File: src/rtl/ps2_host_tx.sv
// PS/2 host-to-device transmitter: holds the clock low to inhibit, issues a start bit,
// then shifts one byte plus odd parity on device falling edges and samples the ack bit.
module ps2_host_tx #(
    parameter int CLK_HZ     = 25000000,
    parameter int INHIBIT_US = 100,
    parameter int TIMEOUT_MS = 15
) (
    input  logic       clk,
    input  logic       rst_n,
    input  logic [7:0] tx_data,
    input  logic       tx_valid,
    output logic       tx_ready,
    input  logic       ps2_clk_i,
    input  logic       ps2_dat_i,
    output logic       ps2_clk_oe,
    output logic       ps2_dat_oe,
    output logic       busy,
    output logic       rx_inhibit,
    output logic       done,
    output logic [1:0] status
);
    localparam int     US_CYC      = CLK_HZ / 1000000;
    localparam int     INHIBIT_CYC = US_CYC * INHIBIT_US;
    localparam longint TMO_L       = longint'(TIMEOUT_MS) * longint'(CLK_HZ) / 1000;
    localparam int     TIMEOUT_CYC = int'(TMO_L);
    localparam int     CNT_MAX     = (INHIBIT_CYC > US_CYC) ? INHIBIT_CYC : US_CYC;
    localparam int     CNT_W       = $clog2(CNT_MAX + 1);
    localparam int     TMO_W       = $clog2(TIMEOUT_CYC + 1);

    typedef enum logic [2:0] {
        S_IDLE,
        S_INHIBIT,
        S_START,
        S_BITS,
        S_ACK,
        S_WAIT_IDLE
    } state_t;

    state_t             r_state;
    state_t             w_next;
    logic               r_clk_s1;
    logic               r_clk_s2;
    logic               r_clk_prev;
    logic               r_dat_s1;
    logic               r_dat_s2;
    logic [CNT_W-1:0]   r_cnt;
    logic [TMO_W-1:0]   r_tmo;
    logic [3:0]         r_bitn;
    logic [7:0]         r_data;
    logic               r_dat_drv;
    logic               r_nack;

    logic               w_fall;
    logic               w_inh_end;
    logic               w_start_end;
    logic               w_active;
    logic               w_tmo;
    logic               w_done_ok;

    assign w_fall      = r_clk_prev & ~r_clk_s2;
    assign w_inh_end   = (r_state == S_INHIBIT) && (r_cnt == CNT_W'(INHIBIT_CYC - 1));
    assign w_start_end = (r_state == S_START) && (r_cnt == CNT_W'(US_CYC - 1));
    assign w_active    = (r_state == S_START) || (r_state == S_BITS) ||
                         (r_state == S_ACK) || (r_state == S_WAIT_IDLE);
    assign w_tmo       = w_active && (r_tmo == TMO_W'(TIMEOUT_CYC));
    assign w_done_ok   = (r_state == S_WAIT_IDLE) && r_clk_s2 && r_dat_s2;

    // Outputs decode straight from state so an async reset releases the pins at once.
    assign busy       = (r_state != S_IDLE);
    assign rx_inhibit = busy;
    assign tx_ready   = ~busy;
    assign done       = w_done_ok | w_tmo;
    assign status     = w_done_ok ? {1'b0, r_nack} : (w_tmo ? 2'b10 : 2'b00);
    assign ps2_clk_oe = ((r_state == S_INHIBIT) || (r_state == S_START)) && !w_tmo;
    assign ps2_dat_oe = ((r_state == S_START) || ((r_state == S_BITS) && r_dat_drv)) && !w_tmo;

    always_comb begin
        w_next = r_state;
        case (r_state)
            S_IDLE:      if (tx_valid) w_next = S_INHIBIT;
            S_INHIBIT:   if (w_inh_end) w_next = S_START;
            S_START:     if (w_start_end) w_next = S_BITS;
            S_BITS:      if (w_fall && (r_bitn == 4'd9)) w_next = S_ACK;
            S_ACK:       if (w_fall) w_next = S_WAIT_IDLE;
            S_WAIT_IDLE: if (w_done_ok) w_next = S_IDLE;
            default:     w_next = S_IDLE;
        endcase
        if (w_tmo) w_next = S_IDLE;
    end

    always_ff @(posedge clk or negedge rst_n) begin
        if (!rst_n) begin
            r_state    <= S_IDLE;
            r_clk_s1   <= 1'b1;
            r_clk_s2   <= 1'b1;
            r_clk_prev <= 1'b1;
            r_dat_s1   <= 1'b1;
            r_dat_s2   <= 1'b1;
            r_cnt      <= '0;
            r_tmo      <= '0;
            r_bitn     <= '0;
            r_data     <= '0;
            r_dat_drv  <= 1'b0;
            r_nack     <= 1'b0;
        end else begin
            r_clk_s1   <= ps2_clk_i;
            r_clk_s2   <= r_clk_s1;
            r_clk_prev <= r_clk_s2;
            r_dat_s1   <= ps2_dat_i;
            r_dat_s2   <= r_dat_s1;
            r_state    <= w_next;

            if ((r_state == S_IDLE) && tx_valid) r_data <= tx_data;

            case (r_state)
                S_INHIBIT: r_cnt <= w_inh_end ? '0 : r_cnt + 1'b1;
                S_START:   r_cnt <= r_cnt + 1'b1;
                default:   r_cnt <= '0;
            endcase

            // Timeout window opens on START entry and runs until completion.
            if (w_active && !w_tmo) r_tmo <= r_tmo + 1'b1;
            else                    r_tmo <= '0;

            if (w_start_end) begin
                r_dat_drv <= 1'b1;
                r_bitn    <= '0;
            end else if ((r_state == S_BITS) && w_fall) begin
                r_bitn <= r_bitn + 1'b1;
                if (r_bitn < 4'd8)       r_dat_drv <= ~r_data[r_bitn[2:0]];
                else if (r_bitn == 4'd8) r_dat_drv <= ^r_data;
                else                     r_dat_drv <= 1'b0;
            end

            if ((r_state == S_ACK) && w_fall) r_nack <= r_dat_s2;
        end
    end
endmodule

File: config.mk
export PLATFORM = sky130hd
export DESIGN_NAME = ps2_host_tx
export DESIGN_NICKNAME = d
export VERILOG_FILES = /design/src/rtl/ps2_host_tx.sv
export SDC_FILE = /design/constraint.sdc
export NUM_CORES = 1
export LEC_CHECK = 0
export BUFFER_PORTS_ARGS = -buffer_cell sky130_fd_sc_hd__buf_2
export CAP_MARGIN = 0
export CORE_ASPECT_RATIO = 1.5
export CORE_MARGIN = 8
export CORE_UTILIZATION = 52
export CTS_BUF_LIST = sky130_fd_sc_hd__clkbuf_4
export DETAILED_ROUTE_END_ITERATION = 7
export PLACE_DENSITY = 0.77
export SLEW_MARGIN = 40
export SYNTH_ARGS = -nofsm -noshare
export SYNTH_HDL_FRONTEND = slang
export SYNTH_SLANG_ARGS = --single-unit
File: constraint.sdc
create_clock -name clk -period 3.11 [get_ports clk]
set_clock_uncertainty 0.05 [all_clocks]
set_input_delay 0.1555 -clock clk [delete_from_list [all_inputs] [get_ports clk]]
set_output_delay 0.1555 -clock clk [all_outputs]
set_load 0.05 [all_outputs]
==> results_dict.tcl <==
set metrics [dict create \
    dp.cells 356 \
    seqCellArea_sq_mm 0.00133 \
    seqPwrFrac 0.523 \
    power.internal_mw 1.24 \
    grt_max_degree 41 \
    critPathTopFamily "simple AND/OR/NAND/NOR gates" \
    area_delta_synth_final_pct 11.8 \
    vdd_drop_max_mv 0.455 \
    drc_errors 0 \
    async_reset_ff_frac 1.00 \
    synth_top_family_by_area "simple AND/OR/NAND/NOR gates" \
    vias 2054 \
    antenna_found_initial 0 \
    power_switching_mw 0.553 \
    route.met2.wl_um 2870 \
    yosys_warnings 0 \
    drtPass1Iterations 4 \
    setup-tns-final_ns 0 \
    hpwl_um 3920 \
    routabilityCongestion 0.847 \
    final.min_clock_period_ns 2.53 \
    tightest_slew_ns 0.757 \
    max_cap_viol_count 0 \
    layout-drive-gt1-share 0.220 \
    cts_buffers 5 \
    cp-end-kind "output pin" \
    leakage_nw 1.34 \
    filler_cell_count 461 \
    synth_area_sq_mm 0.00284 \
    start_kind "flop" \
    ys_seq_area_frac 0.469 \
    max_stage_delay_ns 0.45 \
    rsz0062_at_grt "false" \
    clock.fmax_mhz 396 \
    wl_met1_um 2160 \
    p_clk_frac 0.228 \
    clk_latency_ns 0.39 \
    arrival_ns 2.32 \
    relSlewSlack 0.496 \
    synthesis.nets 294 \
    yosys.area_share.simple 0.250 \
    timing.final.crit_share 0.812 \
    slowest_stage "dfrtp_1" \
    critPathKind "flop to output pin" \
    postLayoutSetupSlackWorst_ns 0.584 \
    crit_buf_inv 2 \
    row_count 33 \
    gr-total-overflow 0 \
    core_sq_mm 0.00537 \
    final-setup-viol-count 0 \
    synth_cell_types 54 \
    cts_root_buffer "clkbuf_4" \
    synthCells 274 \
    worstPathMaxFanout 9 \
    pwr-share-comb 0.249 \
    synth-xor-area-share 0.111 \
    highest_layer "met4" \
    post-cts-setup-buffers 0 \
    cts_tree "yes" \
    min-delay-path-class "primary input to asynchronous set/reset pin" \
    n_antenna_cell 0 \
    start_util 0.529 \
    grtUsageTotal 0.141 \
    routed_wl_um 5320 \
    htreeDepth 2 \
    grt_pass1_wl_um 9410 \
    fp.dieArea_sq_mm 0.00813 \
    synth_seq_cells 53 \
    initialDrtViolationCount 85 \
    clk_pin_slew_ns 0.16 \
    die_x_um 76.4 \
    fin_nets 324 \
    synth_compound_area_frac 0.0458 \
    power_density_mw_per_mm2 564 \
    multi_input_area_sq_mm 0.00140 \
    first_global_vias 2105 \
    synth_edf_count 0 \
    path_cells "inv_1, ha_1, nor4bb_1, nand4_1, a211oi_1, a21o_1, buf_2" \
    synth_fa_ha_area_frac 0.0308 \
    die_y_um 107 \
    final_cell_mix "dfrtp_1, nor2_1, xnor2_1, buf_2, xor2_1" \
    io_buffers 20 \
    wl_met3_um 141 \
    required_ns 2.90 \
    cts_sinks 53 \
    avgRoutedWirePerCell_um 14.2 \
    slew_violations 0 \
    antenna_left 0 \
    ctsResizeCount 0 \
    clk_path_buf_depth 2 \
    ioPinCount 21 \
    post_synth.cell_area_avg_sq_um 10.4 \
    finalHoldViolations 0 \
    fin_util 0.592 \
    stdcell_count 375 \
    place_ws_ns 1.01 \
    synthMuxAreaShare 0.0550 \
    switching_share 0.309 \
    layout_commonest_cell "dfrtp_1" \
    ctsHoldBuffers 11 \
    synth-main-ff-cell "dfrtp_1" \
    vias_per_cell 5.48 \
    outcome "completed" \
]
[metrics by stage]
stage                     cell area [sq um]  total power, mW  hold WS, ns
after global routing                   3180             1.91        0.230
final                                  3180             1.79        0.194
after CTS                              3180             1.82        0.215
after global placement                 2980             1.37        0.214
after floorplan                        2840             1.28       -0.190
after detailed placement               2980             1.40        0.112
[power groups by stage]
stage	logic, mW	registers [mW]	clock network, mW
2_1_floorplan	0.367	0.916	0
3_3_place_gp	0.428	0.946	0
3_5_place_dp	0.443	0.953	0
4_1_cts	0.456	0.939	0.421
5_1_grt	0.503	0.961	0.451
6_report	0.446	0.937	0.409
[cell type report]
class	instances	area share
sequential	53	0.419
clock buffer	5	0.0118
tap	70	0.0276
timing repair buffer	32	0.0693
multi-input combinational	198	0.440
clock inverter	3	0.0150
inverter	14	0.0165
[path summary, 6_finish.rpt]
path / cells past startpoint / start / endpoint / slack, ns
max in group asynchronous: 3 / rst_n / r_cnt[8] / 2.24
worst min-delay path: 2 / rst_n / r_bitn[3] / 0.19
min in group clk: 0 / r_dat_s1 / r_dat_s2 / 0.32
worst min register to register: 0 / r_dat_s1 / r_dat_s2 / 0.32
worst max register to register: 6 / r_tmo[0] / r_tmo[12] / 1.10
worst max-delay path: 7 / r_tmo[0] / done / 0.58
[sequential cells by signal, summed over array words and instances (netlist names)]
signal and count:
r_nack 1, r_dat_drv 1, r_tmo 19, r_clk_s2 1, r_state 3, r_clk_prev 1
r_cnt 12, r_clk_s1 1, r_bitn 4, r_dat_s1 1, r_data 8, r_dat_s2 1
[cells in the mapped netlist, types with 3 or more instances]
cell      number  area [sq um]
nor2_1        34           128
and2_1         4          25.0
dfstp_2        5           131
xor2_1        17           149
nor2_2        10          62.6
nand2_1       15          56.3
inv_1         11          41.3
nand2b_1       3          18.8
mux2_2         9           101
nor2b_1        4          25.0
and3_1         6          37.5
xnor2_1       19           166
nand3_1       15          75.1
buf_2          4          20.0
nand4_1        8          50.1
a21oi_1        5          25.0
dfrtp_1       48          1200
ha_1           7          87.6
[metal layers]
metal  up-vias  track usage
met2        36        0.253
met4         0       0.0801
met5         -            0
li1        990            -
met3        13       0.0270
met1      1015        0.152
[cell families (layout without fill, tap and decap cells)]
logic type / after synthesis / in the layout
mux: 12 / 12
buf+inv: 23 / 54
compound gates: 19 / 19
fa+ha+maj: 7 / 7
flops: 53 / 53
xor+xnor: 36 / 36
simple gates: 124 / 124
Power figures use the tool's default switching activity.
